--- src/rtl/mem_port_arbiter.sv ---
// Arbitrates the single-port unified memory between instruction fetch (I) and data access (D).
// Serialises fixed-latency accesses, returns registered data with one-cycle ready pulses.
module mem_port_arbiter #(
  parameter int unsigned ADDR_W      = 16,
  parameter int unsigned DATA_W      = 16,
  parameter int unsigned MEM_LATENCY = 2
) (
  input  logic              clk,
  input  logic              reset_n,
  input  logic              i_req,
  input  logic [ADDR_W-1:0] i_addr,
  output logic [DATA_W-1:0] i_data,
  output logic              i_ready,
  input  logic              d_req,
  input  logic              d_we,
  input  logic [ADDR_W-1:0] d_addr,
  input  logic [DATA_W-1:0] d_wdata,
  output logic [DATA_W-1:0] d_rdata,
  output logic              d_ready,
  output logic              mem_read,
  output logic              mem_write,
  output logic [ADDR_W-1:0] mem_addr,
  output logic [DATA_W-1:0] mem_wdata,
  input  logic [DATA_W-1:0] mem_rdata,
  output logic              stall_if,
  output logic              stall_mem
);

  typedef enum logic [1:0] {StIdle, StBusyI, StBusyD} state_e;

  localparam logic [2:0] LatCnt = 3'(MEM_LATENCY);

  state_e            state_q;
  logic [2:0]        count_q;
  logic              last_d_q;
  logic [DATA_W-1:0] i_data_q, d_rdata_q, mem_wdata_q;
  logic [ADDR_W-1:0] mem_addr_q;
  logic              i_ready_q, d_ready_q, mem_read_q, mem_write_q;
  logic              grant_d, grant_i;

  // D wins unless the previous grant was D and a fetch is waiting.
  always_comb begin
    grant_d = d_req & (~i_req | ~last_d_q);
    grant_i = i_req & ~grant_d;
  end

  always_ff @(posedge clk or negedge reset_n) begin
    if (!reset_n) begin
      state_q     <= StIdle;
      count_q     <= 3'd0;
      last_d_q    <= 1'b0;
      i_data_q    <= '0;
      d_rdata_q   <= '0;
      i_ready_q   <= 1'b0;
      d_ready_q   <= 1'b0;
      mem_read_q  <= 1'b0;
      mem_write_q <= 1'b0;
      mem_addr_q  <= '0;
      mem_wdata_q <= '0;
    end else begin
      i_ready_q <= 1'b0;
      d_ready_q <= 1'b0;
      case (state_q)
        StIdle: begin
          if (grant_d || grant_i) begin
            mem_addr_q  <= grant_d ? d_addr : i_addr;
            if (grant_d) mem_wdata_q <= d_wdata;
            mem_read_q  <= grant_i | ~d_we;
            mem_write_q <= grant_d & d_we;
            count_q     <= 3'd1;
            last_d_q    <= grant_d;
            state_q     <= grant_d ? StBusyD : StBusyI;
          end
        end
        StBusyI, StBusyD: begin
          if (count_q == LatCnt) begin
            if (state_q == StBusyI) begin
              i_data_q  <= mem_rdata;
              i_ready_q <= 1'b1;
            end else begin
              // Stores leave the last load value untouched.
              if (mem_read_q) d_rdata_q <= mem_rdata;
              d_ready_q <= 1'b1;
            end
            mem_read_q  <= 1'b0;
            mem_write_q <= 1'b0;
            state_q     <= StIdle;
          end else begin
            count_q <= count_q + 3'd1;
          end
        end
        default: state_q <= StIdle;
      endcase
    end
  end

  assign i_data    = i_data_q;
  assign d_rdata   = d_rdata_q;
  assign i_ready   = i_ready_q;
  assign d_ready   = d_ready_q;
  assign mem_read  = mem_read_q;
  assign mem_write = mem_write_q;
  assign mem_addr  = mem_addr_q;
  assign mem_wdata = mem_wdata_q;
  assign stall_if  = i_req & ~i_ready_q;
  assign stall_mem = d_req & ~d_ready_q;

endmodule

--- config.mk ---
export PLATFORM = sky130hd
export DESIGN_NAME = mem_port_arbiter
export DESIGN_NICKNAME = d
export VERILOG_FILES = /design/src/rtl/mem_port_arbiter.sv
export SDC_FILE = /design/constraint.sdc
export NUM_CORES = 1
export LEC_CHECK = 0
export CORE_ASPECT_RATIO = 0.6
export CORE_MARGIN = 4
export CORE_UTILIZATION = 35
export CTS_CLUSTER_DIAMETER = 80
export DETAILED_ROUTE_END_ITERATION = 6
export PLACE_DENSITY = 0.78
export SKIP_LAST_GASP = 1
export SYNTH_ARGS = -nofsm -noshare
export SYNTH_HDL_FRONTEND = slang
export SYNTH_SLANG_ARGS = --single-unit
--- constraint.sdc ---
create_clock -name clk -period 1.88 [get_ports clk]
set_clock_uncertainty 0.2 [all_clocks]
set_input_delay 0.376 -clock clk [delete_from_list [all_inputs] [get_ports clk]]
set_output_delay 0.376 -clock clk [all_outputs]
set_load 0.03 [all_outputs]
After elaboration in Yosys (flattened, before gate mapping). Cells that the tools add are included.

Word-level logic and storage cells: 62. Input bits: 69. Flip-flop bits (word level): 74.

Muxes and demuxes: 19. $add $sub $neg: 1. Reductions and logical operators: 11. Bitwise gates (word level): 14. Equal/unequal tests: 6.

Operators by type and width (count): $mux 16 (1); $reduce_and 3->1 (4); $mux 1 (9); $not 1->1 (7); $mux 2 (3); $mux 3 (2); $ne 2x2->1 const B (3); $pmux 3 s2 (1); $and 1x1->1 (5); $pmux 1 s2 (2); $pmux 2 s2 (1); $reduce_and 2->1 (2); $reduce_and 4->1 (1); $add 3x1->3 const B (1); $eq 3x2->1 const B (1); $eq 2x1->1 const B (1); $eq 2x2->1 const B (1); $logic_not 2->1 (1); $or 1x1->1 (2); $reduce_bool 2->1 (1); $reduce_or 2->1 (1); $logic_or 1x1->1 (1).

Logic depth before layout (Yosys ltp). Gate-level depths: netlist (run 1).

Depth in word-level cells: 8. Gate-level depth with buffers: 8. Mapped depth without buffers: 5.

Worst setup path after synthesis (run 1). Ideal clock, no wire load.

Path type: reg2reg. Start: reg state_q[0]. End: reg d_rdata_q[10], in the netlist d_rdata[10]. Required time: 1.555 ns. Setup time: 0.125 ns. Buffers on the path: 1. Stages on the path, launching flop included: 7. Data arrival time: 1.606 ns. Path slack: -0.051 ns. Cells stage by stage: dfrtp_1 > inv_1 > ha_1 > and4bb_2 > nand2_2 > buf_2 > mux2_2.

Word-level cells in the longest chain between the ends: 3. Elaborated cells on any way between the ends: 5. Classes of those cells: eq/ne: 2; bitwise: 1; reduce/logical: 2.

Ends and longest elaborated chain: start: declaration (RTL line 33) `state_e state_q;`; start signal: assignment (RTL line 49) `state_q <= StIdle;`; start signal: assignment (RTL line 72) `state_q <= grant_d ? StBusyD : StBusyI;`; start signal: assignment (RTL line 87) `state_q <= StIdle;`; $eq 2x1->1 / $eq 2x2->1 (equally long branches) (RTL line 63, 77); $reduce_or 2->1 / $not 1->1 (equally long branches); $reduce_and 4->1 (no line) *; end signal: assignment (RTL line 82) `if (mem_read_q) d_rdata_q <= mem_rdata;`; end: declaration (RTL line 36) `logic [DATA_W-1:0] i_data_q, d_rdata_q, mem_wdata_q;`.

Mark *: on every way between the ends. The rest lies on a longest branch, timed or not. A chain may end at the register's enable or synchronous reset.

Worst setup path in the final report (run 1).
Start: reg state_q[0]. End: reg d_rdata_q[13], in the netlist d_rdata[13].

The elaborated chain is that of the path after synthesis.

==> flow_summary.json, run 1 <==
{
  "status": "complete, no violations",
  "synth_nets": 322,
  "fin_crit_sh": 0.992,
  "cts.clk_slew.worst_paths_ns": 0.05,
  "startpoint_type": "register",
  "power_per_cell_area_mw_per_mm2": 1800,
  "synthFlopType": "dfrtp_1",
  "grt_start_max_net_pins": 75,
  "first_pass_iters": 4,
  "worst_slew_pin_slew_ns": 0.389,
  "synth.ff_latch_count": 74,
  "syn_area_per_cell_um2": 12.6,
  "grt_antenna_before_repair": 0,
  "drive_gt1_frac": 0.228,
  "die_area_mm2": 0.0106,
  "end_kind": "register",
  "cts-root-buf": "clkbuf_16",
  "yosysWarnings": 0,
  "fin_nets": 476,
  "wirelength_mm": 7.91,
  "grt_pass1_vias": 2565,
  "core_area_mm2": 0.00859,
  "vias_per_cell": 4.72,
  "drcViolationCount": 0,
  "holdPathStages": 1,
  "cts_tree": "done",
  "synth.area.top_cells": "dfrtp_1 (59%), mux2_2 (14%), nand2_1 (4.2%), mux2_4 (3.8%), a31oi_1 (3.4%)",
  "cts.sinks": 74,
  "h-tree-depth": 3,
  "grt_pass1_wl_mm": 12.8,
  "async_reset_ff_frac": 1.00,
  "instances_no_fill": 520,
  "yosysSeqAreaShare": 0.592,
  "portBuffers": 138,
  "area_growth_pct": 60.6,
  "yosysTopAreaCellShare": 0.592,
  "synth_top_area_cell": "dfrtp_1",
  "syn_area_mm2": 0.00313,
  "ant_nets": 0,
  "die_y_um": 81.2,
  "rows": 26,
  "ir_drop_mv": 1.15,
  "n_antenna_cell": 0,
  "fmax_mhz": 536,
  "cp_max_fo": 16,
  "cp_data_arrival_time_ns": 1.87,
  "drt-wirelength-per-cell_um": 15.2,
  "maxSlewHeadroom": 0.741,
  "crit_type": "register to register",
  "die_w_um": 130,
  "dp.cells": 503,
  "dp_hpwl_mm": 5.94,
  "via_count": 2452,
  "synth_edf_count": 0,
  "timing.final.max_slew_violations": 0,
  "io-pin-count": 139,
  "p_leak_nw": 2.30,
  "numCtsBuffers": 9,
  "initial_utilization": 0.364,
  "hold_ws_ns": 0.296,
  "drv_cap": 0,
  "gp_congestion": 0.777,
  "clock_latency_ns": 0.32,
  "synth_cell_types": 35,
  "critical_path_required_ns": 1.89,
  "post-route-min-period_ns": 1.86,
  "hold_path_class": "register to register",
  "setup_viol_count_final": 0,
  "track_usage": 0.158,
  "rr_worst_depth": 6,
  "hold_viol": 0,
  "grt-ovfl-total": 0,
  "clockBufferDepth": 2,
  "netlist_instances": 249,
  "drt_iter0_drc": 72,
  "grt_setup_unrepaired": "true"
}
==> sequential cells by signal (all words and copies together) (netlist names) <==
signal     flops
mem_read       1
d_rdata       16
mem_addr      16
i_data        16
i_ready        1
last_d_q       1
mem_wdata     16
mem_write      1
state_q        2
count_q        3
d_ready        1
==> worst max-delay path, cell delays in order (launching register included) <==
cell and delay (ns):
dfrtp_1 0.39, buf_4 0.14, ha_2 0.18, and4bb_2 0.32, nand2_2 0.07, buf_12 0.16, mux2_2 0.28
==> layout make-up <==
cell class	count	area (um2)
fill	738	3570
tap	112	140
sequential	74	1850
clock buffer	11	253
clock inverter	5	52.6
multi-input combinational	157	1210
inverter	6	22.5
timing repair buffer	155	1500
==> power by group <==
part           internal [mW]  switching [mW]
clock network           1.09           0.618
logic                   1.86            2.65
registers               2.38           0.407
==> metrics by stage <==
stage | util | TNS (ns) | cell area, um2 | total power [mW] | worst slack, ns
floorplan | - | 0 | 3130 | 5.64 | 0.00112
global placement | 0.556 | -3.24 | 4770 | 7.76 | -0.129
detailed placement | 0.556 | -4.21 | 4770 | 7.87 | -0.163
CTS | 0.585 | 0 | 5020 | 9.13 | 0.00389
global route | 0.585 | -0.638 | 5020 | 9.57 | -0.0520
finish | 0.585 | 0 | 5020 | 9.01 | 0.0157
==> logic make-up after synthesis <==
group                    share of synthesized area
adder cells (fa/ha/maj)                     0.0160
multiplexers                                 0.186
AND/OR/NAND/NOR                              0.106
flip-flops                                   0.592
buffers and inverters                       0.0268
AO/OA/AOI/OAI                               0.0732
==> per-layer routing <==
layer,share of wire,global-route usage,wire length [um]
met3,0.082,0.0703,651
met2,0.46,0.240,3600
met4,0.0080,0.0467,63
met5,0,0,0
met1,0.45,0.204,3600
==> cells in the mapped netlist (2+ instances only) <==
library cell  number
buf_2              7
inv_1              6
nor2_1            18
nand2_1           35
a31oi_1           17
ha_1               4
mux2_4             8
nand2b_1           5
o21ai_0            3
mux2_2            40
nor2b_1            3
clkbuf_1           4
a21oi_1            3
nand2_2            2
dfrtp_1           74
==> layout by cell type, fill, tap and decap left out, types with 2 or more instances in the layout <==
master	count
a31oi_1	17
o21ai_0	3
inv_1	4
clkbuf_8	2
nand2_2	2
mux2_2	40
nand2b_1	5
mux2_4	8
dfrtp_1	74
clkbuf_16	9
clkdlybuf4s50_1	65
inv_2	2
buf_12	6
buf_4	12
ha_1	2
nand2_1	35
nor2b_1	3
clkinv_2	3
a21oi_1	3
dlygate4sd2_1	70
nor2_1	18
==> what timing repair did <==
item                                    CTS  global route
pin swaps                                 1             0
resized for setup                        75             0
hold buffers                              1             0
setup buffers                             0             0
hold endpoints to repair                 74             0
endpoints found under the setup margin   90            16
==> path summary, 6_finish.rpt <==
check	startpoint	end	slack (ns)
max	state_q[0]	d_rdata[13]	0.02
min	d_rdata[14]	d_rdata[14]	0.30
max reg2reg	state_q[0]	d_rdata[13]	0.02
min reg2reg	d_rdata[14]	d_rdata[14]	0.30
max in group asynchronous	reset_n	mem_wdata[12]	0.76
min in group asynchronous	reset_n	d_rdata[0]	0.41
(Power assumes the default switching activity.)
==> inputs of run 2 (changes only) <==
--- a/config.mk
+++ b/config.mk
@@ -6,11 +6,10 @@
 export NUM_CORES = 1
 export LEC_CHECK = 0
 export CORE_ASPECT_RATIO = 0.6
-export CORE_MARGIN = 4
-export CORE_UTILIZATION = 35
+export CORE_UTILIZATION = 38
 export CTS_CLUSTER_DIAMETER = 80
 export DETAILED_ROUTE_END_ITERATION = 6
-export PLACE_DENSITY = 0.78
+export PLACE_DENSITY = 0.83
 export SKIP_LAST_GASP = 1
 export SYNTH_ARGS = -nofsm -noshare
 export SYNTH_HDL_FRONTEND = slang
==> run 2 against run 1 <==
Total power increased by 0.57%; final cell count decreased by 0.38%; flip-flop and latch count unchanged; highest routed layer unchanged.
==> flow_summary.json, run 2 (same netlist as run 1, synthesis figures left out) <==
{
  "hold_viol": 0,
  "die_w_um": 119,
  "worstSetupStartpoint": "state_q[0]",
  "timing.rr.end": "d_rdata[14]",
  "first_pass_iters": 4,
  "drt_iter0_drc": 70,
  "pre_cts_ws_ns": -0.264,
  "gp_congestion": 0.792,
  "grt_start_max_net_pins": 38,
  "cp_data_arrival_time_ns": 1.88,
  "design_area_mm2": 0.00507,
  "die_area_mm2": 0.00861,
  "maxSlewHeadroom": 0.767,
  "rr_worst_depth": 5,
  "reg2reg_slack_ns": 0.02,
  "drcViolationCount": 0,
  "area.sequential_mm2": 0.00185,
  "crit_type": "register to register",
  "clock_latency_ns": 0.33,
  "ant_nets": 0,
  "grt_pass1_vias": 2649,
  "clockBufferDepth": 2,
  "dp_hpwl_mm": 5.74,
  "nFillCells": 669,
  "multiInputGateArea_mm2": 0.00123,
  "area_growth_pct": 62.1,
  "fmax_mhz": 537,
  "die_y_um": 72.3,
  "setup_slack_ns": 0.0165,
  "postPlaceCellArea_mm2": 0.00476,
  "startpoint_type": "register",
  "hold_path_class": "primary input to async pin",
  "cts.clk_slew.worst_paths_ns": 0.06,
  "timing.final.max_slew_violations": 0,
  "grt_pass1_wl_mm": 13.2,
  "initial_utilization": 0.395,
  "cp_max_fo": 8,
  "rows": 25,
  "layout_commonest_cell": "dfrtp_1",
  "finalPower_mw": 9.06,
  "track_usage": 0.203,
  "io-pin-count": 139,
  "critical_path_required_ns": 1.90,
  "vias_per_cell": 4.86,
  "portBuffers": 138,
  "drv_cap": 0,
  "grt_antenna_before_repair": 0,
  "drt-wirelength-per-cell_um": 15.4,
  "p_leak_nw": 2.34,
  "grt-ovfl-total": 0,
  "via_count": 2517,
  "cts.sinks": 74,
  "end_kind": "register",
  "r2r_start": "state_q[0]",
  "fin_crit_sh": 0.991,
  "numCtsBuffers": 9,
  "crit_end": "d_rdata[14]",
  "setup_viol_count_final": 0,
  "layout_common_cells": "dfrtp_1 (74), dlygate4sd2_1 (70), clkdlybuf4s50_1 (65)",
  "post-route-min-period_ns": 1.86,
  "grt_setup_unrepaired": "true",
  "worst_slew_pin_slew_ns": 0.349,
  "ir_drop_mv": 1.13,
  "core_area_mm2": 0.00791,
  "hold_ws_ns": 0.299,
  "drive_gt1_frac": 0.232,
  "fin_nets": 478,
  "status": "complete, no violations",
  "h-tree-depth": 3,
  "cts-root-buf": "clkbuf_16",
  "power_per_cell_area_mw_per_mm2": 1790,
  "n_antenna_cell": 0,
  "cts_tree": "done",
  "wirelength_mm": 7.96
}
-- run 2: changes by cell type in the layout (fill, tap and decap cells not counted), moves of 2 or more --
cell,delta
mux2_4,+5
inv_6,+2
clkinv_2,-2
clkbuf_8,-2
mux2_2,-5
buf_4,+2
-- run 2: metrics by stage --
| step | util | instances | setup TNS, ns |
|---|---|---|---|
| final | 0.640 | 518 | 0 |
| after CTS | 0.637 | 517 | 0 |
| after floorplan | - | 249 | 0 |
| after global placement | 0.602 | 498 | -4.80 |
| after detailed placement | 0.602 | 498 | -8.79 |
| after global routing | 0.640 | 518 | -0.267 |
-- run 2: cell type report --
type	count	area share
clock inverter	7	0.0151
timing repair buffer	157	0.301
multi-input combinational	157	0.243
inverter	6	0.00444
clock buffer	9	0.0444
tap	108	0.0267
sequential	74	0.365
-- run 2: worst min-delay path by stage --
stage                          from    endpoint  slack [ns]  cells after the start
after global placement      reset_n     d_ready        0.11                      1
after CTS                 i_data[8]   i_data[8]        0.30                      1
final                       reset_n    mem_read        0.30                      2
after floorplan             reset_n  count_q[0]       -0.12                      0
after detailed placement    reset_n    mem_read        0.11                      1
after global routing      i_data[5]   i_data[5]        0.31                      1
-- run 2: report_power, final --
part | switching, mW | total, mW | internal [mW]
Combinational | 2.65 | 4.54 | 1.89
Sequential | 0.428 | 2.81 | 2.38
Clock | 0.678 | 1.71 | 1.04
-- run 2: repair_timing --
action                                  in CTS  in global routing
endpoints found under the setup margin      87                 27
hold buffers                                 1                  0
hold endpoints to repair                    24                  0
setup buffers                                1                  1
gates resized for setup                     75                  6
gates cloned                                 1                  0
pin swaps                                    0                  3
-- run 2: critical path, stage by stage (launching register included) --
cell,delay (ns)
dfrtp_1,0.39
ha_1,0.23
and4bb_2,0.36
nand2_4,0.10
buf_12,0.16
mux2_4,0.29
-- run 2: metal layers --
metal	track usage	routed length [um]	up-vias
met5	0	0	-
met4	0.0858	145	0
met3	0.0778	603	15
met2	0.324	3700	92
met1	0.249	3510	1234
li1	-	-	1176
